<file path="src/rtl/imu_spi_reader.sv">
// Periodic SPI burst reader for a six-axis IMU: reads 12 bytes starting at StartAddr
// and presents each axis as a 10-bit offset-binary sample with a ReadDone strobe.
module imu_spi_reader #(
  parameter int         ClkDiv        = 4,
  parameter int         SamplePeriod  = 746269,
  parameter logic [6:0] StartAddr     = 7'h3B,
  parameter int         ReadDonePulse = 4
) (
  input  logic       Clock,
  input  logic       Reset,
  input  logic       Enable,
  output logic       SpiCsN,
  output logic       SpiSclk,
  output logic       SpiMosi,
  input  logic       SpiMiso,
  output logic [9:0] AccelX,
  output logic [9:0] AccelY,
  output logic [9:0] AccelZ,
  output logic [9:0] GyroX,
  output logic [9:0] GyroY,
  output logic [9:0] GyroZ,
  output logic       ReadDone,
  output logic       Busy,
  output logic       Overrun
);

  localparam int         NumBits  = 104;
  localparam int         TickW    = $clog2(SamplePeriod + 1);
  localparam int         CntMax   = (ClkDiv > ReadDonePulse) ? ClkDiv : ReadDonePulse;
  localparam int         CntW     = $clog2(CntMax + 1);
  localparam logic [7:0] AddrByte = {1'b1, StartAddr};

  typedef enum logic [2:0] {IDLE, CS_SETUP, SHIFT, CS_HOLD, DONE} stateT;

  stateT             state, stateNext;
  logic [TickW-1:0]  tickCnt;
  logic [CntW-1:0]   phaseCnt;
  logic [6:0]        bitIdx;
  logic [7:0]        txReg;
  logic [95:0]       rxReg;
  logic              tick, divEnd, pulseEnd, lastBit;

  function automatic logic [9:0] toOffsetBinary(input logic [15:0] raw);
    return {~raw[15], raw[14:6]};
  endfunction

  assign tick     = (tickCnt == TickW'(SamplePeriod - 1));
  assign divEnd   = (phaseCnt == CntW'(ClkDiv - 1));
  assign pulseEnd = (phaseCnt == CntW'(ReadDonePulse - 1));
  assign lastBit  = (bitIdx == 7'(NumBits - 1));
  assign Busy     = (state != IDLE);

  // NOTE: every variable assigned here gets a default first, so no path leaves it
  // unassigned and no latch is inferred.
  always_comb begin
    stateNext = state;
    unique case (state)
      IDLE:     if (tick && Enable)                 stateNext = CS_SETUP;
      CS_SETUP: if (divEnd)                         stateNext = SHIFT;
      SHIFT:    if (divEnd && !SpiSclk && lastBit)  stateNext = CS_HOLD;
      CS_HOLD:  if (divEnd)                         stateNext = DONE;
      DONE:     if (pulseEnd)                       stateNext = IDLE;
      default:                                      stateNext = IDLE;
    endcase
  end

  // NOTE: sequential state uses non-blocking assignments so every register samples
  // the pre-edge values, independent of statement order.
  always_ff @(posedge Clock) begin
    if (Reset) begin
      state    <= IDLE;
      tickCnt  <= '0;
      phaseCnt <= '0;
      SpiCsN   <= 1'b1;
      SpiSclk  <= 1'b1;
      SpiMosi  <= 1'b0;
      AccelX   <= '0;
      AccelY   <= '0;
      AccelZ   <= '0;
      GyroX    <= '0;
      GyroY    <= '0;
      GyroZ    <= '0;
      ReadDone <= 1'b0;
      Overrun  <= 1'b0;
    end else begin
      state   <= stateNext;
      tickCnt <= tick ? '0 : tickCnt + TickW'(1);
      if (tick && Busy) Overrun <= 1'b1;

      // One counter times every phase; SHIFT restarts it at each SCLK half-period.
      if (state == IDLE || stateNext != state || (state == SHIFT && divEnd))
        phaseCnt <= '0;
      else
        phaseCnt <= phaseCnt + CntW'(1);

      case (state)
        IDLE: if (stateNext == CS_SETUP) SpiCsN <= 1'b0;
        CS_SETUP: if (divEnd) begin
          SpiSclk <= 1'b0;
          SpiMosi <= AddrByte[7];
        end
        SHIFT: if (divEnd) begin
          if (!SpiSclk) begin
            SpiSclk <= 1'b1;
          end else begin
            SpiSclk <= 1'b0;
            SpiMosi <= txReg[7];
          end
        end
        CS_HOLD: if (divEnd) begin
          SpiCsN   <= 1'b1;
          SpiMosi  <= 1'b0;
          AccelX   <= toOffsetBinary(rxReg[95:80]);
          AccelY   <= toOffsetBinary(rxReg[79:64]);
          AccelZ   <= toOffsetBinary(rxReg[63:48]);
          GyroX    <= toOffsetBinary(rxReg[47:32]);
          GyroY    <= toOffsetBinary(rxReg[31:16]);
          GyroZ    <= toOffsetBinary(rxReg[15:0]);
          ReadDone <= 1'b1;
        end
        DONE: if (pulseEnd) ReadDone <= 1'b0;
        default: ;
      endcase
    end
  end

  // NOTE: the shift registers carry no reset; they are reloaded or fully overwritten
  // before any value in them reaches an output. The address byte shifts out of
  // the top of rxReg, leaving the 96 data bits.
  always_ff @(posedge Clock) begin
    if (state == CS_SETUP && divEnd) begin
      txReg  <= {AddrByte[6:0], 1'b0};
      bitIdx <= '0;
    end else if (state == SHIFT && divEnd) begin
      if (!SpiSclk) begin
        rxReg <= {rxReg[94:0], SpiMiso};
      end else begin
        txReg  <= {txReg[6:0], 1'b0};
        bitIdx <= bitIdx + 7'd1;
      end
    end
  end

endmodule

</file>
<file path="config.mk">
export PLATFORM = sky130hd
export DESIGN_NAME = imu_spi_reader
export DESIGN_NICKNAME = d
export VERILOG_FILES = /design/src/rtl/imu_spi_reader.sv
export SDC_FILE = /design/constraint.sdc
export NUM_CORES = 1
export LEC_CHECK = 0
export CAP_MARGIN = 0
export CORE_MARGIN = 2
export CORE_UTILIZATION = 50
export CTS_BUF_LIST = sky130_fd_sc_hd__clkbuf_16
export DETAILED_ROUTE_END_ITERATION = 16
export PLACE_DENSITY = 0.76
export SYNTH_ARGS = -nofsm -noshare
export SYNTH_HDL_FRONTEND = slang
export SYNTH_SLANG_ARGS = --single-unit
export TNS_END_PERCENT = 100
</file>
<file path="constraint.sdc">
create_clock -name Clock -period 10.75 [get_ports Clock]
set_input_delay 1.6125 -clock Clock [delete_from_list [all_inputs] [get_ports Clock]]
set_output_delay 1.6125 -clock Clock [all_outputs]
set_load 0.01 [all_outputs]
</file>
**Word level (Yosys, flattened, before mapping)**

Index checks and enable logic that the tools add are counted.

- $add $sub $neg: 3
- Multiply operators: 0
- Divide/modulo/power cells: 0
- Order comparisons: 0
- Equality and inequality tests: 15
- Shifts and indexed selects: 0
- Multiplexer cells: 17
- Bitwise logic cells: 8
- Reduce and logical (&&, ||, !) cells: 24

Operators with widths:

| operator | number |
|---|---|
| $add A20 B1 Y20 const B | 1 |
| $eq A20 B20 Y1 const B | 1 |
| $mux W3 | 5 |
| $pmux W3 S5 | 1 |
| $reduce_and A3 Y1 | 4 |
| $ne A2 B2 Y1 const B | 5 |
| $eq A3 B2 Y1 const B | 3 |
| $not A1 Y1 | 8 |
| $add A7 B1 Y7 const B | 1 |
| $eq A7 B7 Y1 const B | 1 |
| $mux W1 | 7 |
| $eq A3 B1 Y1 const B | 2 |
| $logic_and A1 B1 Y1 | 6 |
| $pmux W1 S2 | 3 |
| $reduce_bool A2 Y1 | 3 |
| $reduce_bool A3 Y1 | 2 |
| $reduce_and A5 Y1 | 1 |
| $reduce_and A2 Y1 | 2 |
| $reduce_or A2 Y1 | 2 |
| $add A3 B1 Y3 const B | 1 |
| $eq A3 B3 Y1 const B | 1 |
| $logic_not A3 Y1 | 1 |
| $ne A3 B3 Y1 | 1 |
| $pmux W1 S3 | 1 |
| 3 further kinds | 4 |

- Register bits: 201
- Bits in latches: 0
- Bits in writable memories: 0
- ROM bits: 0
- Bits of input ports: 4
- Output and inout port bits: 66
- Word-level logic and storage cells: 84
- Memories kept: 0

**Logic depth before layout (Yosys ltp)**

Gate-level depths: netlist (run 1).

- Depth after elaboration: 9
- Depth in mapped cells: 10
- Gate-level depth less buffers: 6

**Least setup slack after synthesis (run 1)**

OpenSTA, ideal clock, no wires.

- Kind: register to register
- Start point: reg phaseCnt[0]
- End point: reg rxReg[0] (enable)
- Library setup time: 0.668 ns
- Arrival: 7.498 ns
- Required time: 10.082 ns
- Setup slack: 2.584 ns
- Stages on the path, launching flop included: 7
- Path buffers: 2
- Period minus slack after synthesis: 8.166 ns
- Cell sequence: dfxtp_1 > ha_1 > ha_1 > buf_2 > nand3b_1 > buf_2 > nor3_1

- Cells in the longest elaborated chain, start to end: 4
- Elaborated cells between the ends (all ways): 5
- Classes of those cells: eq/ne: 1; bitwise: 1; reduce/logical: 3

Ends and longest elaborated chain:

| what | RTL line | source |
|---|---|---|
| from (decl) | 37 | `logic [CntW-1:0] phaseCnt;` |
| from (signal assigned) | 94 | `phaseCnt <= phaseCnt + CntW'(1);` |
| $eq A3 B2 Y1 * | 48 | `assign divEnd = (phaseCnt == CntW'(ClkDiv - 1));` |
| $logic_and A1 B1 Y1 | 131 | `if (state == CS_SETUP && divEnd) begin` |
| $not A1 Y1 (no line) | n/a |  |
| $reduce_and A3 Y1 (no line) * | n/a |  |
| to (signal assigned) | 136 | `rxReg <= {rxReg[94:0], SpiMiso};` |
| to (decl) | 40 | `logic [95:0] rxReg;` |

Mark *: on every way between the ends. The rest lies on a longest branch, timed or not.
A chain may end at the register's enable or synchronous reset.

**Worst setup path after layout (run 1)**

- Start point: reg state[0]
- End point: out Busy

- Cells in the longest elaborated chain, start to end: 1

Ends and longest elaborated chain:

| what | RTL line | source |
|---|---|---|
| from (decl) | 35 | `stateT state, stateNext;` |
| from (signal assigned) | 86 | `state <= stateNext;` |
| $reduce_bool A3 Y1 | 51 | `assign Busy = (state != IDLE);` |
| to (decl) | 23 | `output logic Busy,` |

No other way between the ends.

==> results of run 1 <==
-- power groups by stage --
stage | Sequential (uW) | Combinational (uW) | Clock [uW]
after floorplan | 813 | 7.97 | 0
after global placement | 814 | 10.6 | 0
after detailed placement | 814 | 10.9 | 0
after CTS | 797 | 11.0 | 689
after global routing | 797 | 12.4 | 717
final | 797 | 10.9 | 673
-- layout make-up --
class                           count  share of cell area
Sequential cell                   201               0.593
Multi-Input combinational cell    349               0.215
Timing Repair Buffer               72              0.0842
Clock buffer                       21              0.0625
Tap cell                          180              0.0268
Clock inverter                     15              0.0140
Inverter                           10             0.00446
-- metal layers --
| layer | part of all wire | vias to the layer above | global-route usage |
|---|---|---|---|
| li1 | - | 2175 | - |
| met1 | 0.45 | 2141 | 0.225 |
| met2 | 0.48 | 86 | 0.269 |
| met3 | 0.051 | 20 | 0.0318 |
| met4 | 0.015 | 0 | 0.0503 |
| met5 | 0 | - | 0 |
-- cell usage in the layout (no fill, tap or decap), types with 2 or more instances in the layout --
cell / count
clkinv_1: 5
inv_1: 15
nand2b_1: 2
or3_1: 4
dfxtp_1: 105
clkbuf_16: 21
a21oi_1: 64
nand4_1: 6
xor2_1: 7
a21o_1: 2
xnor2_1: 13
clkdlybuf4s50_1: 68
nand3_1: 13
bufinv_16: 2
nand2_1: 136
a211oi_1: 6
nand3b_1: 2
o31ai_1: 3
edfxtp_1: 96
o21ai_0: 3
nor2_1: 38
nor3_1: 8
ha_1: 5
or4_4: 2
or2_2: 2
and3_1: 3
nor4_1: 5
or2_1: 2
a21oi_2: 2
clkinvlp_4: 2
or4b_1: 2
buf_4: 3
-- kinds of logic (layout without fill, tap and decap cells) --
kind of cell,Yosys count,in the layout,synth area share
AOI/OAI and AO/OA,87,87,0.0708
adders and majority gates,5,5,0.00898
muxes,1,1,0.00144
and+or+nand+nor,236,236,0.152
buffers and inverters,41,118,0.0260
DFF,201,201,0.716
xor gates and xnor gates,20,20,0.0251
-- sequential cells by signal, summed over array words and instances (netlist names), 3 cells and up --
name,cells
phaseCnt,3
state,3
bitIdx,7
tickCnt,20
GyroY,10
AccelZ,10
GyroZ,10
rxReg,96
txReg,7
AccelX,10
AccelY,10
GyroX,10
-- per-stage QoR --
step | instance area [um^2] | setup WS (ps) | hold slack [ps] | utilization | instances
6_report | 8410 | 7260 | 418 | 0.613 | 848
5_1_grt | 8410 | 7200 | 422 | 0.613 | 848
4_1_cts | 8410 | 7270 | 419 | 0.613 | 848
3_5_place_dp | 7770 | 7650 | 405 | 0.566 | 812
3_3_place_gp | 7770 | 7710 | 403 | 0.566 | 812
2_1_floorplan | 6970 | 2580 | 399 | - | 591
-- final timing paths --
kind	startpoint	end	slack (ps)	cells past startpoint
max reg2reg	phaseCnt[0]	rxReg[86]	7770	5
min	rxReg[35]	rxReg[36]	420	0
min reg2reg	rxReg[35]	rxReg[36]	420	0
max	state[0]	Busy	7260	2
-- worst reg2reg max path: cells and delay by family, from the launching register on --
kind | cells | cell delay, ps
adder cells (fa/ha/maj) | 2 | 450
AND/OR/NAND/NOR | 2 | 870
buffers and inverters | 1 | 890
flip-flops | 1 | 330
==> impl_metrics.csv, run 1 <==
group,metric,value,unit
synthesis,synth_edf_count,96,
clock_tree,clockRootBuffer,"clkbuf_16",
drt,drt_wl_total,12300,um
pwr,clock_power_share,0.454,
die,ios,70,
worst_hold_path,hold_class,"reg -> reg",
global_routing,antenna_found_initial,0,
critical_path,crit_path_max_incr_delay,510,ps
critical_path,crit_type,"reg -> out",
timing,hold_viol,0,
synthesis,synth-seq-cells,201,
pwr,p_comb_frac,0.007,
die,coreArea,13700,um^2
synthesis,yosysUniqueCellTypes,48,
pwr,power_leakage,0.00258,uW
drt,vias,4422,
timing,relSlewSlack,0.282,
clock_tree,numCtsBuffers,20,
pwr,p_sw,281,uW
synthesis,async_flop_share,0,
synthesis,synth_warnings,0,
global_routing,grt_usage,0.165,
timing,setup_viol,0,
critical_path,worstPathCellList,"or3_1, clkdlybuf4s50_1",
synthesis,ys.flop_type,"dfxtp_1",
final_layout,multi_input_area,1810,um^2
drt,firstDrtPassIters,5,
clock_tree,clk_pin_slew_worst_paths,60,ps
die,initial_core_util,0.508,
clock_tree,htree_levels,1,
die,die_x,122,um
clock_tree,clk_latency,480,ps
critical_path,required,9140,ps
timing,fin_worst_skew,8.46,ps
placed_design,gp_congestion,0.802,
critical_path,arrival,1880,ps
drt,drc,0,
clock_tree,post_cts_buffers,0,
clock_tree,ctsResizeCount,0,
final_layout,drive_gt1_frac,0.0644,
critical_path,critPathTopFamily,"buffers and inverters",
synthesis,synth_common_cells,"nand2_1, dfxtp_1, edfxtp_1, a21oi_1, nor2_1",
drt,wl_per_cell,14.5,um
global_routing,grt_max_degree,93,
pwr,pwr_density_cell,176,nW/um^2
pwr,pwr-share-seq,0.538,
synthesis,syn_nets,600,
global_routing,globalRouteOverflowTotal,0,
pwr,p_sw_frac,0.190,
die,die_h,122,um
drt,drtIter0Drc,353,
run_status,outcome,"complete, no violations",
timing,fin_crit,3490,ps
synthesis,yosysSeqAreaShare,0.716,
final_layout,insertedDiodeCount,0,
synthesis,syn-cell-area,6970,um^2
synthesis,syn_inst,591,
pwr,peakVddDrop,0.100,mV
critical_path,cp-start-kind,"flip-flop",
timing,fin_crit_sh,0.325,
final_layout,nFillCells,1068,
synthesis,ys_top_cells_by_area,"edfxtp_1, dfxtp_1, nand2_1, a21oi_1, nor2_1",
critical_path,critPathSlowestCell,"clkdlybuf4s50_1",
synthesis,yosysTopAreaCellShare,0.414,
timing,worst_slew_pin_slew,1080,ps
drt,final_antenna_net_count,0,
placed_design,hpwl,7500,um
critical_path,path_buf_inv,1,
flow_run,cap_violations,0,
pwr,internal-power,1200,uW
clock_tree,cts.sinks,201,
global_routing,grt_pass1_vias,4296,
timing,final-max-slew-violation-count,0,
timing,rsz0062_at_grt,"false",
die,die_area,14900,um^2
final_layout,final_net_count,663,
placed_design,portBuffers,69,
synthesis,yosysMostFrequentCell,"nand2_1",
clock_tree,tritoncts,"done",
timing,clock.fmax,0.287,GHz
critical_path,crit_fanout,12,
synthesis,yosysTopAreaCell,"edfxtp_1",
timing,fin_setup_tns,0,ps
clock_tree,clockBufferDepth,3,
die,fp-row-count,43,
global_routing,grt_pass1_wl,19900,um
synthesis,avgSynthCellArea,11.8,um^2
clock_tree,ctsHoldBuffers,0,
final_layout,seq_area,4980,um^2
drt,viasPerCell,5.21,
critical_path,worst_setup_path_end_kind,"output pin",
final_layout,syn_to_final_growth,20.7,%
pwr,finalPower,1480,uW
(Power assumes the default switching activity.)
==> run 2: changes to the inputs <==
==> constraint.sdc (replaced) <==
create_clock -name Clock -period 3.6 [get_ports Clock]
set_input_delay 0.54 -clock Clock [delete_from_list [all_inputs] [get_ports Clock]]
set_output_delay 0.54 -clock Clock [all_outputs]
set_load 0.01 [all_outputs]
==> run 2 against run 1 <==
Effect of this change:
- register-to-register slack worse by 6700 ps
- final cell count stayed put
- utilization increased by 0.31 points
- sequential power rose to 3.0 times the previous value
- first-iteration DRC count fell by 15%
- clock power rose to 2.9 times the previous value
- non-clock buffer count unchanged
- hold slack got worse by 1.4 ps
==> impl_metrics.csv, run 2 (same netlist as run 1, synthesis figures left out) <==
group,metric,value,unit
final_layout,design_area,8450,um^2
critical_path,required,3990,ps
final_layout,seq_area,4990,um^2
clock_tree,clockRootBuffer,"clkbuf_16",
placed_design,placed_cell_area,7830,um^2
critical_path,crit_path_max_incr_delay,950,ps
final_layout,largest_reg_flops,96,
final_layout,final_net_count,663,
critical_path,critPathMostFrequentCell,"ha_4",
placed_design,portBuffers,69,
critical_path,worst_setup_path_end_kind,"flip-flop",
global_routing,grt_max_degree,97,
timing,fin_crit,2520,ps
die,initial_core_util,0.508,
global_routing,grt_pass1_vias,4271,
final_layout,multi_input_area,1840,um^2
timing,worst_slew_pin_slew,1100,ps
timing,relSlewSlack,0.267,
final_layout,final_cell_mix,"nand2_1, dfxtp_1, edfxtp_1",
pwr,peakVddDrop,0.357,mV
drt,viasPerCell,5.17,
clock_tree,ctsResizeCount,0,
timing,fin_crit_sh,0.699,
global_routing,busiest_layer,"met2",
drt,drtIter0Drc,300,
global_routing,antenna_found_initial,0,
final_layout,regMostFlops,"rxReg",
die,ios,70,
critical_path,crit_type,"reg -> reg",
global_routing,globalRouteOverflowTotal,0,
global_routing,grt.met3_usage,0.0304,
drt,vias,4380,
placed_design,gp_congestion,0.780,
critical_path,cp-start-kind,"flip-flop",
clock_tree,clockBufferDepth,3,
drt,firstDrtPassIters,4,
die,die_area,14900,um^2
timing,setup_viol,0,
clock_tree,post_cts_buffers,0,
worst_hold_path,hold_class,"reg -> reg",
clock_tree,htree_levels,1,
critical_path,worstPathCellList,"ha_4, ha_4, nand3b_1, or2_2, nand2_1, a21oi_1",
global_routing,grtUsageMet1,0.242,
die,coreArea,13700,um^2
pwr,pwr_density_cell,515,nW/um^2
clock_tree,clk_latency,470,ps
timing,clock.fmax,0.397,GHz
final_layout,reg_top3,"rxReg (96), tickCnt (20)",
timing,hold_viol,0,
worst_hold_path,min_path_cells,0,
clock_tree,tritoncts,"done",
critical_path,critPathSlowestCell,"or2_2",
final_layout,final_common_cell,"nand2_1",
clock_tree,clk_pin_slew_worst_paths,60,ps
final_layout,nFillCells,1056,
die,die_h,122,um
critical_path,path_buf_inv,0,
timing,fin_worst_skew,7.04,ps
flow_run,cap_violations,0,
timing,timing.hold.ws,417,ps
drt,drc,0,
critical_path,crit_fanout,55,
clock_tree,ctsHoldBuffers,0,
critical_path,rr_worst_depth,6,
final_layout,syn_to_final_growth,21.4,%
critical_path,path_depth,6,
drt,wl_per_cell,14.9,um
drt,drt_wl_total,12600,um
drt,final_antenna_net_count,0,
global_routing,use_met2,0.273,
global_routing,grt_usage,0.171,
run_status,outcome,"complete, no violations",
global_routing,grt_pass1_wl,20700,um
clock_tree,numCtsBuffers,20,
die,die_x,122,um
final_layout,insertedDiodeCount,0,
critical_path,arrival,2900,ps
timing,rsz0062_at_grt,"false",
critical_path,critPathTopFamily,"simple AND/OR/NAND/NOR gates",
placed_design,hpwl,7810,um
timing,final-max-slew-violation-count,0,
pwr,power_leakage,0.00257,uW
clock_tree,cts.sinks,201,
final_layout,drive_gt1_frac,0.0734,
die,fp-row-count,43,
==> run 2: layout make-up <==
class | count | share of cell area
clock inverters | 15 | 0.0120
well taps | 180 | 0.0266
repair buffers | 72 | 0.0867
multi-input cells | 349 | 0.218
clock buffers | 21 | 0.0622
flip-flops and latches | 201 | 0.590
inverters | 10 | 0.00444
==> run 2: final timing paths <==
check / from / end / slack [ps]
max: phaseCnt[0] / GyroY[7] / 1080
min: rxReg[17] / rxReg[18] / 420
max reg2reg: phaseCnt[0] / GyroY[7] / 1080
min reg2reg: rxReg[17] / rxReg[18] / 420
==> run 2: through the flow <==
stage / cells / setup slack [ps] / total power [uW] / TNS, ps / utilization
5_1_grt: 848 / 921 / 4510 / 0 / 0.616
6_report: 848 / 1080 / 4360 / 0 / 0.616
3_5_place_dp: 812 / 1180 / 2460 / 0 / 0.570
4_1_cts: 848 / 1100 / 4410 / 0 / 0.616
2_1_floorplan: 591 / -84.3 / 2450 / -8100 / -
3_3_place_gp: 812 / 1310 / 2460 / 0 / 0.570
==> run 2: metal layers <==
metal | wire [um] | vias up | share of wire
met5 | 0 | - | 0
met2 | 6160 | 81 | 0.49
met4 | 199 | 0 | 0.016
met1 | 5710 | 2112 | 0.45
li1 | - | 2168 | -
met3 | 522 | 19 | 0.041
==> run 2: report_power, final <==
part	internal [uW]	leakage [uW]	total, uW	switching [uW]
clock	1130	0.000306	1940	813
sequential	2380	0.00155	2380	4.01
combinational	10.5	0.000710	32.8	22.3
